### config.mk
export PLATFORM = sky130hd
export DESIGN_NAME = uart_tx_arb_flat
export DESIGN_NICKNAME = d
export VERILOG_FILES = /design/src/rtl/uart_tx_arb_pkg.sv /design/src/rtl/uart_tx_arb_if.sv /design/src/rtl/uart_tx_arb_rr_arb.sv /design/src/rtl/uart_tx_arb.sv /design/src/flat_wrapper.sv
export SDC_FILE = /design/constraint.sdc
export NUM_CORES = 1
export LEC_CHECK = 0
export ABC_AREA = 1
export CAP_MARGIN = 20
export CORE_MARGIN = 2
export CORE_UTILIZATION = 41
export CTS_BUF_LIST = sky130_fd_sc_hd__clkbuf_16
export CTS_CLUSTER_SIZE = 24
export DETAILED_ROUTE_END_ITERATION = 8
export HOLD_SLACK_MARGIN = 0.03
export PLACE_DENSITY = 0.8
export SLEW_MARGIN = 20
export SYNTH_ARGS = -nofsm -noshare
export SYNTH_HDL_FRONTEND = slang
export SYNTH_SLANG_ARGS = --single-unit
### constraint.sdc
create_clock -name clk -period 2.2 [get_ports clk]
set_clock_uncertainty 0.05 [all_clocks]
set_input_delay 0.33 -clock clk [delete_from_list [all_inputs] [get_ports clk]]
set_output_delay 0.33 -clock clk [all_outputs]
set_load 0.03 [all_outputs]
### src/rtl/uart_tx_arb_pkg.sv
// Shared types and constants for the UART transmit arbiter (uart_tx_arb).
package uart_arb_pkg;

  localparam int BYTE_W        = 8;
  localparam int TO_CYCLES_DEF = 4096;

  typedef enum logic [1:0] {
    IDLE = 2'd0,
    LOAD = 2'd1,
    BUSY = 2'd2,
    DONE = 2'd3
  } arb_state_t;

  // Successor of idx in a ring of n entries.
  function automatic int rr_next(input int idx, input int n);
    return (idx + 32'sd1 >= n) ? 32'sd0 : idx + 32'sd1;
  endfunction

endpackage

### src/rtl/uart_tx_arb_if.sv
// Requester and UART-transmitter signals of the arbiter; slave = arbiter side.
interface uart_tx_arb_if #(parameter int NREQ = 4);
  import uart_arb_pkg::*;

  localparam int IDW = $clog2(NREQ);

  logic [NREQ-1:0]        req;
  logic [NREQ*BYTE_W-1:0] din;
  logic [NREQ-1:0]        ack;
  logic [IDW-1:0]         gnt_id;
  logic                   busy;
  logic [BYTE_W-1:0]      dintx;
  logic                   newd;
  logic                   donetx;

  modport master (output req, din, donetx, input ack, gnt_id, busy, dintx, newd);
  modport slave  (input req, din, donetx, output ack, gnt_id, busy, dintx, newd);
endinterface

### src/rtl/uart_tx_arb_rr_arb.sv
// Combinational round-robin picker: highest priority at ptr, then ascending with wrap.
module rr_arb #(
  parameter int NREQ = 4
) (
  input  logic [NREQ-1:0]         req,
  input  logic [$clog2(NREQ)-1:0] ptr,
  output logic [NREQ-1:0]         gnt,
  output logic [$clog2(NREQ)-1:0] idx
);
  localparam int IDW = $clog2(NREQ);

  logic           found_s;
  logic [IDW-1:0] cand_s;

  // Scan candidates starting at the pointer; the first pending request wins.
  always_comb begin
    gnt     = '0;
    idx     = '0;
    found_s = 1'b0;
    cand_s  = '0;
    for (int k = 0; k < NREQ; k++) begin
      cand_s = IDW'((32'(ptr) + 32'(k)) % 32'(NREQ));
      if (!found_s && req[cand_s]) begin
        found_s     = 1'b1;
        gnt[cand_s] = 1'b1;
        idx         = cand_s;
      end else begin
        found_s = found_s;
      end
    end
  end
endmodule

### src/rtl/uart_tx_arb.sv
// Round-robin arbiter feeding one UART transmitter from NREQ byte requesters.
// Optional donetx watchdog with sticky timeout_err: define UART_ARB_TIMEOUT_EN.
module uart_tx_arb
  import uart_arb_pkg::*;
#(
  parameter int NREQ      = 4,
  parameter int TO_CYCLES = TO_CYCLES_DEF
) (
  input  logic         clk,
  input  logic         rst,
  uart_tx_arb_if.slave bus
`ifdef UART_ARB_TIMEOUT_EN
  ,
  output logic         timeout_err
`endif
);
  localparam int IDW = $clog2(NREQ);

  arb_state_t        state_r, next_s;
  logic [IDW-1:0]    ptr_r, ptr_s, gnt_id_r, gnt_id_s, win_idx_s;
  logic [NREQ-1:0]   win_gnt_s, ack_r, ack_s;
  logic [BYTE_W-1:0] dintx_r, dintx_s, sel_byte_s;
  logic              newd_r, newd_s, busy_r, busy_s;
  logic              done_s;

  rr_arb #(.NREQ(NREQ)) u_rr_arb (
    .req (bus.req),
    .ptr (ptr_r),
    .gnt (win_gnt_s),
    .idx (win_idx_s)
  );

  // Byte of the current round-robin winner (AND-OR mux on the one-hot grant).
  always_comb begin
    sel_byte_s = '0;
    for (int i = 0; i < NREQ; i++) begin
      if (win_gnt_s[i]) begin
        sel_byte_s = sel_byte_s | bus.din[i*BYTE_W +: BYTE_W];
      end else begin
        sel_byte_s = sel_byte_s;
      end
    end
  end

`ifdef UART_ARB_TIMEOUT_EN
  localparam int CW = $clog2(TO_CYCLES + 1);

  logic [CW-1:0] to_cnt_r;
  logic          to_hit_s, timeout_err_r;

  assign to_hit_s = (state_r == BUSY) && (to_cnt_r == CW'(TO_CYCLES - 1));
  assign done_s   = bus.donetx || to_hit_s;

  // Watchdog counter: cleared while entering BUSY, counts every BUSY cycle.
  always_ff @(posedge clk or negedge rst) begin
    if (!rst) begin
      to_cnt_r <= '0;
    end else if (state_r == LOAD) begin
      to_cnt_r <= '0;
    end else if (state_r == BUSY) begin
      to_cnt_r <= to_cnt_r + CW'(1);
    end else begin
      to_cnt_r <= to_cnt_r;
    end
  end

  // Sticky timeout flag, cleared only by reset.
  always_ff @(posedge clk or negedge rst) begin
    if (!rst) begin
      timeout_err_r <= 1'b0;
    end else begin
      timeout_err_r <= timeout_err_r | to_hit_s;
    end
  end

  assign timeout_err = timeout_err_r;
`else
  assign done_s = bus.donetx;
`endif

  // State and registered-output update; reset aborts any transfer in flight.
  always_ff @(posedge clk or negedge rst) begin
    if (!rst) begin
      state_r  <= IDLE;
      ptr_r    <= '0;
      gnt_id_r <= '0;
      dintx_r  <= '0;
      newd_r   <= 1'b0;
      ack_r    <= '0;
      busy_r   <= 1'b0;
    end else begin
      state_r  <= next_s;
      ptr_r    <= ptr_s;
      gnt_id_r <= gnt_id_s;
      dintx_r  <= dintx_s;
      newd_r   <= newd_s;
      ack_r    <= ack_s;
      busy_r   <= busy_s;
    end
  end

  // Next-state logic; donetx only matters in BUSY.
  always_comb begin
    next_s = state_r;
    case (state_r)
      IDLE: begin
        if (|bus.req) next_s = LOAD;
        else          next_s = IDLE;
      end
      LOAD: next_s = BUSY;
      BUSY: begin
        if (done_s) next_s = DONE;
        else        next_s = BUSY;
      end
      DONE:    next_s = IDLE;
      default: next_s = IDLE;
    endcase
  end

  // Next values of the outputs, registered so each pulse lines up with its state.
  always_comb begin
    gnt_id_s = gnt_id_r;
    dintx_s  = dintx_r;
    ptr_s    = ptr_r;
    ack_s    = '0;
    newd_s   = 1'b0;
    busy_s   = (next_s != IDLE);
    case (state_r)
      IDLE: begin
        if (|bus.req) begin
          gnt_id_s = win_idx_s;
          dintx_s  = sel_byte_s;
          newd_s   = 1'b1;
        end else begin
          newd_s = 1'b0;
        end
      end
      LOAD: newd_s = 1'b0;
      BUSY: begin
        if (done_s) ack_s[gnt_id_r] = 1'b1;
        else        ack_s = '0;
      end
      DONE:    ptr_s = IDW'(rr_next(32'(gnt_id_r), NREQ));
      default: ack_s = '0;
    endcase
  end

  assign bus.ack    = ack_r;
  assign bus.gnt_id = gnt_id_r;
  assign bus.busy   = busy_r;
  assign bus.dintx  = dintx_r;
  assign bus.newd   = newd_r;

endmodule

### src/flat_wrapper.sv
// flat-port wrapper written by rule: the top's interface ports become plain ports
module uart_tx_arb_flat import uart_arb_pkg::*;
#(
  parameter int NREQ      = 4,
  parameter int TO_CYCLES = TO_CYCLES_DEF
)
  (clk, rst, bus_req, bus_din, bus_donetx, bus_ack, bus_gnt_id, bus_busy, bus_dintx, bus_newd);
  uart_tx_arb_if #(.NREQ(NREQ)) bus_i ();
  input  logic clk;
  input  logic rst;
  input wire logic [$bits(bus_i.req)-1:0] bus_req;
  input wire logic [$bits(bus_i.din)-1:0] bus_din;
  input wire logic [$bits(bus_i.donetx)-1:0] bus_donetx;
  output wire logic [$bits(bus_i.ack)-1:0] bus_ack;
  output wire logic [$bits(bus_i.gnt_id)-1:0] bus_gnt_id;
  output wire logic [$bits(bus_i.busy)-1:0] bus_busy;
  output wire logic [$bits(bus_i.dintx)-1:0] bus_dintx;
  output wire logic [$bits(bus_i.newd)-1:0] bus_newd;
  assign bus_i.req = bus_req;
  assign bus_i.din = bus_din;
  assign bus_i.donetx = bus_donetx;
  assign bus_ack = bus_i.ack;
  assign bus_gnt_id = bus_i.gnt_id;
  assign bus_busy = bus_i.busy;
  assign bus_dintx = bus_i.dintx;
  assign bus_newd = bus_i.newd;
  uart_tx_arb #(.NREQ(NREQ), .TO_CYCLES(TO_CYCLES)) u_core (.clk(clk), .rst(rst), .bus(bus_i));
endmodule
==> results.tsv <==
metric	value	unit
portBuffers	54	
cp.required	2.30	ns
period_needed	2.05	ns
powerDensity	1580	nW/um2
vias	1608	
antenna_found_initial	0	
grt_pass1_wl	6820	um
synth_fp_nets	264	
routabilityCongestion	0.892	
fillerInstances	322	
r2r_slack	0.15	ns
die_y	66.1	um
areaGrowthSynthToFinish	50.0	%
status	complete, no violations	
crit_fanout	8	
ios	55	
antenna_left	0	
placed_cells	314	
regArea	500	um2
yosys_warnings	0	
clock_path_buffers	2	
final_util	64.2	%
n_antenna_cell	0	
post-synth-top-count-cell	nand2_1	
netlist-cell-type-count	26	
drtPass1Iterations	4	
grt_pass1_vias	1585	
vdd_drop_max	0.728	mV
worst_pin_slew	0.469	ns
overflow	0	
p_leak	0.00110	uW
grt_max_degree	22	
viasPerCell	5.04	
cp-start-kind	flip-flop	
p_sw	1860	uW
die_x	66.1	um
hold_path_class	primary input to asynchronous set/reset pin	
synthesis.area	1580	um2
yosysTopAreaCell	dfrtp_1	
cp-end-kind	flip-flop	
netlist.area_leader.share	31.7	%
route.detailed.drc	0	
critical_path_class	flip-flop to flip-flop	
setup-violations-final	0	
rows	22	
placeableCoreArea	3690	um2
maxCapViolations	0	
ys_ff_latch	20	
clk_latency	0.26	ns
period_share	93.3	%
drive_gt1_share	13.7	%
clkPwrFrac	13.5	%
switching_share	49.4	%
p_int	1900	uW
synthCells	209	
p_comb_share	69.7	%
start_util	42.8	%
synthTopCellsByArea	dfrtp_1 (32%), nand2_1 (15%), ha_1 (13%), nand3_1 (8.6%), nor2_1 (7.1%)	
cts_buffers	3	
syn_avg_cell_area	7.56	um2
finalPower	3750	uW
fmax	487	MHz
relSlewSlack	68.5	%
dp_hpwl	3050	um
drtIter0Drc	72	
final_cell_count_no_fill	319	
ys_async_sr_fraction	100	%
cts_tree	built	
maxSlewViolCount	0	
ys.flop_type	dfrtp_1	
routed_wl	4290	um
routedWlPerCell	13.5	um
synth-seq-area-share	31.7	%
grt_use_total	19.8	%
die_area	4370	um2
htree_num_levels	1	
fin_tns_setup	0	ns
final_nets	327	
multi_input_area	1020	um2
path_clk_slew	0.06	ns
finalHoldViolCount	0	
cts.sinks	20	
synth_edf_count	0	
arrival	2.15	ns
synth_commonest_cells	nand2_1 (62), nor2_1 (30), nand3_1 (27)	
root_buffer	clkbuf_16	
seqPwrFrac	16.8	%
## per-layer routing
layer | wire length (um) | GRT usage [%] | vias up
met1 | 1850 | 24.7 | 746
met2 | 2060 | 35.5 | 68
met4 | 25 | 4.59 | 0
li1 | - | - | 789
met5 | 0 | 0 | -
met3 | 352 | 3.07 | 5
## layout by cell type (no fill, tap or decap), drive strengths merged, types with 3 or more instances in the layout
cell           instances
nand2                 69
clkdlybuf4s50         54
nor2                  32
nand3                 32
dfrtp                 20
inv                   18
ha                    16
buf                    7
o21ai                  6
a21oi                  5
a21boi                 4
clkbuf                 3
## critical path, cell delays in order (launching register included)
cell,delay [ns]
dfrtp_1,0.37
bufinv_8,0.18
ha_2,0.30
inv_2,0.08
nand3_1,0.08
nand2_2,0.11
nor2_4,0.07
a21oi_2,0.20
nand3_4,0.15
nand2_1,0.10
nand3_1,0.08
nor2_1,0.10
nor2_1,0.05
## through the flow
step	area (um2)	worst slack, ns	hold WS, ns
2_1_floorplan	1580	0.168	-0.0156
3_3_place_gp	2210	0.0616	0.443
3_5_place_dp	2210	0.0330	0.454
4_1_cts	2310	0.0528	0.378
5_1_grt	2370	-0.00697	0.382
6_report	2370	0.146	0.362
## cell type report
cell class,count,share of cell area [%]
well taps,48,2.53
multi-input cells,167,43.1
repair buffers,61,25.0
clock buffers,3,3.17
inverters,19,3.80
clock inverters,1,1.27
flip-flops and latches,20,21.1
## repair_timing
action	in CTS	in global routing
buffers inserted	0	1
hold buffers	0	0
gates resized for setup	0	9
endpoints found under the setup margin	0	8
## sequential cells by signal, indices dropped and copies added, names as in the netlist
name,flops
u_core.bus.dintx,8
u_core.bus.ack,4
u_core.bus.gnt_id,2
u_core.ptr_r,2
u_core.state_r,2
u_core.bus.busy,1
u_core.bus.newd,1
## logic make-up (layout without fill, tap and decap cells)
group	count (synthesis)	in the layout	synth area share [%]
adder cells (fa/ha/maj)	16	16	12.7
AO/OA/AOI/OAI	16	16	6.81
AND/OR/NAND/NOR	135	135	42.0
flip-flops	20	20	31.7
buffers and inverters	22	84	6.89
## path summary, 6_finish.rpt
check,from,endpoint,depth (start not counted)
hold reg to reg,u_core.bus.dintx[7],u_core.bus.dintx[7],2
setup reg to reg,u_core.ptr_r[1],u_core.bus.dintx[0],12
max in group asynchronous,rst,u_core.bus.gnt_id[1],2
hold / removal,rst,u_core.bus.dintx[2],2
min in group clk,u_core.bus.dintx[7],u_core.bus.dintx[7],2
setup / recovery,u_core.ptr_r[1],u_core.bus.dintx[0],12
## power groups by stage
stage          registers, uW  clock network (uW)  logic [uW]
5_1_grt                  648                 536        2870
6_report                 631                 509        2620
3_3_place_gp             630                   0        2390
2_1_floorplan            877                   0        1480
4_1_cts                  632                 512        2450
3_5_place_dp             635                   0        2430
Power figures use the tool's default switching activity.
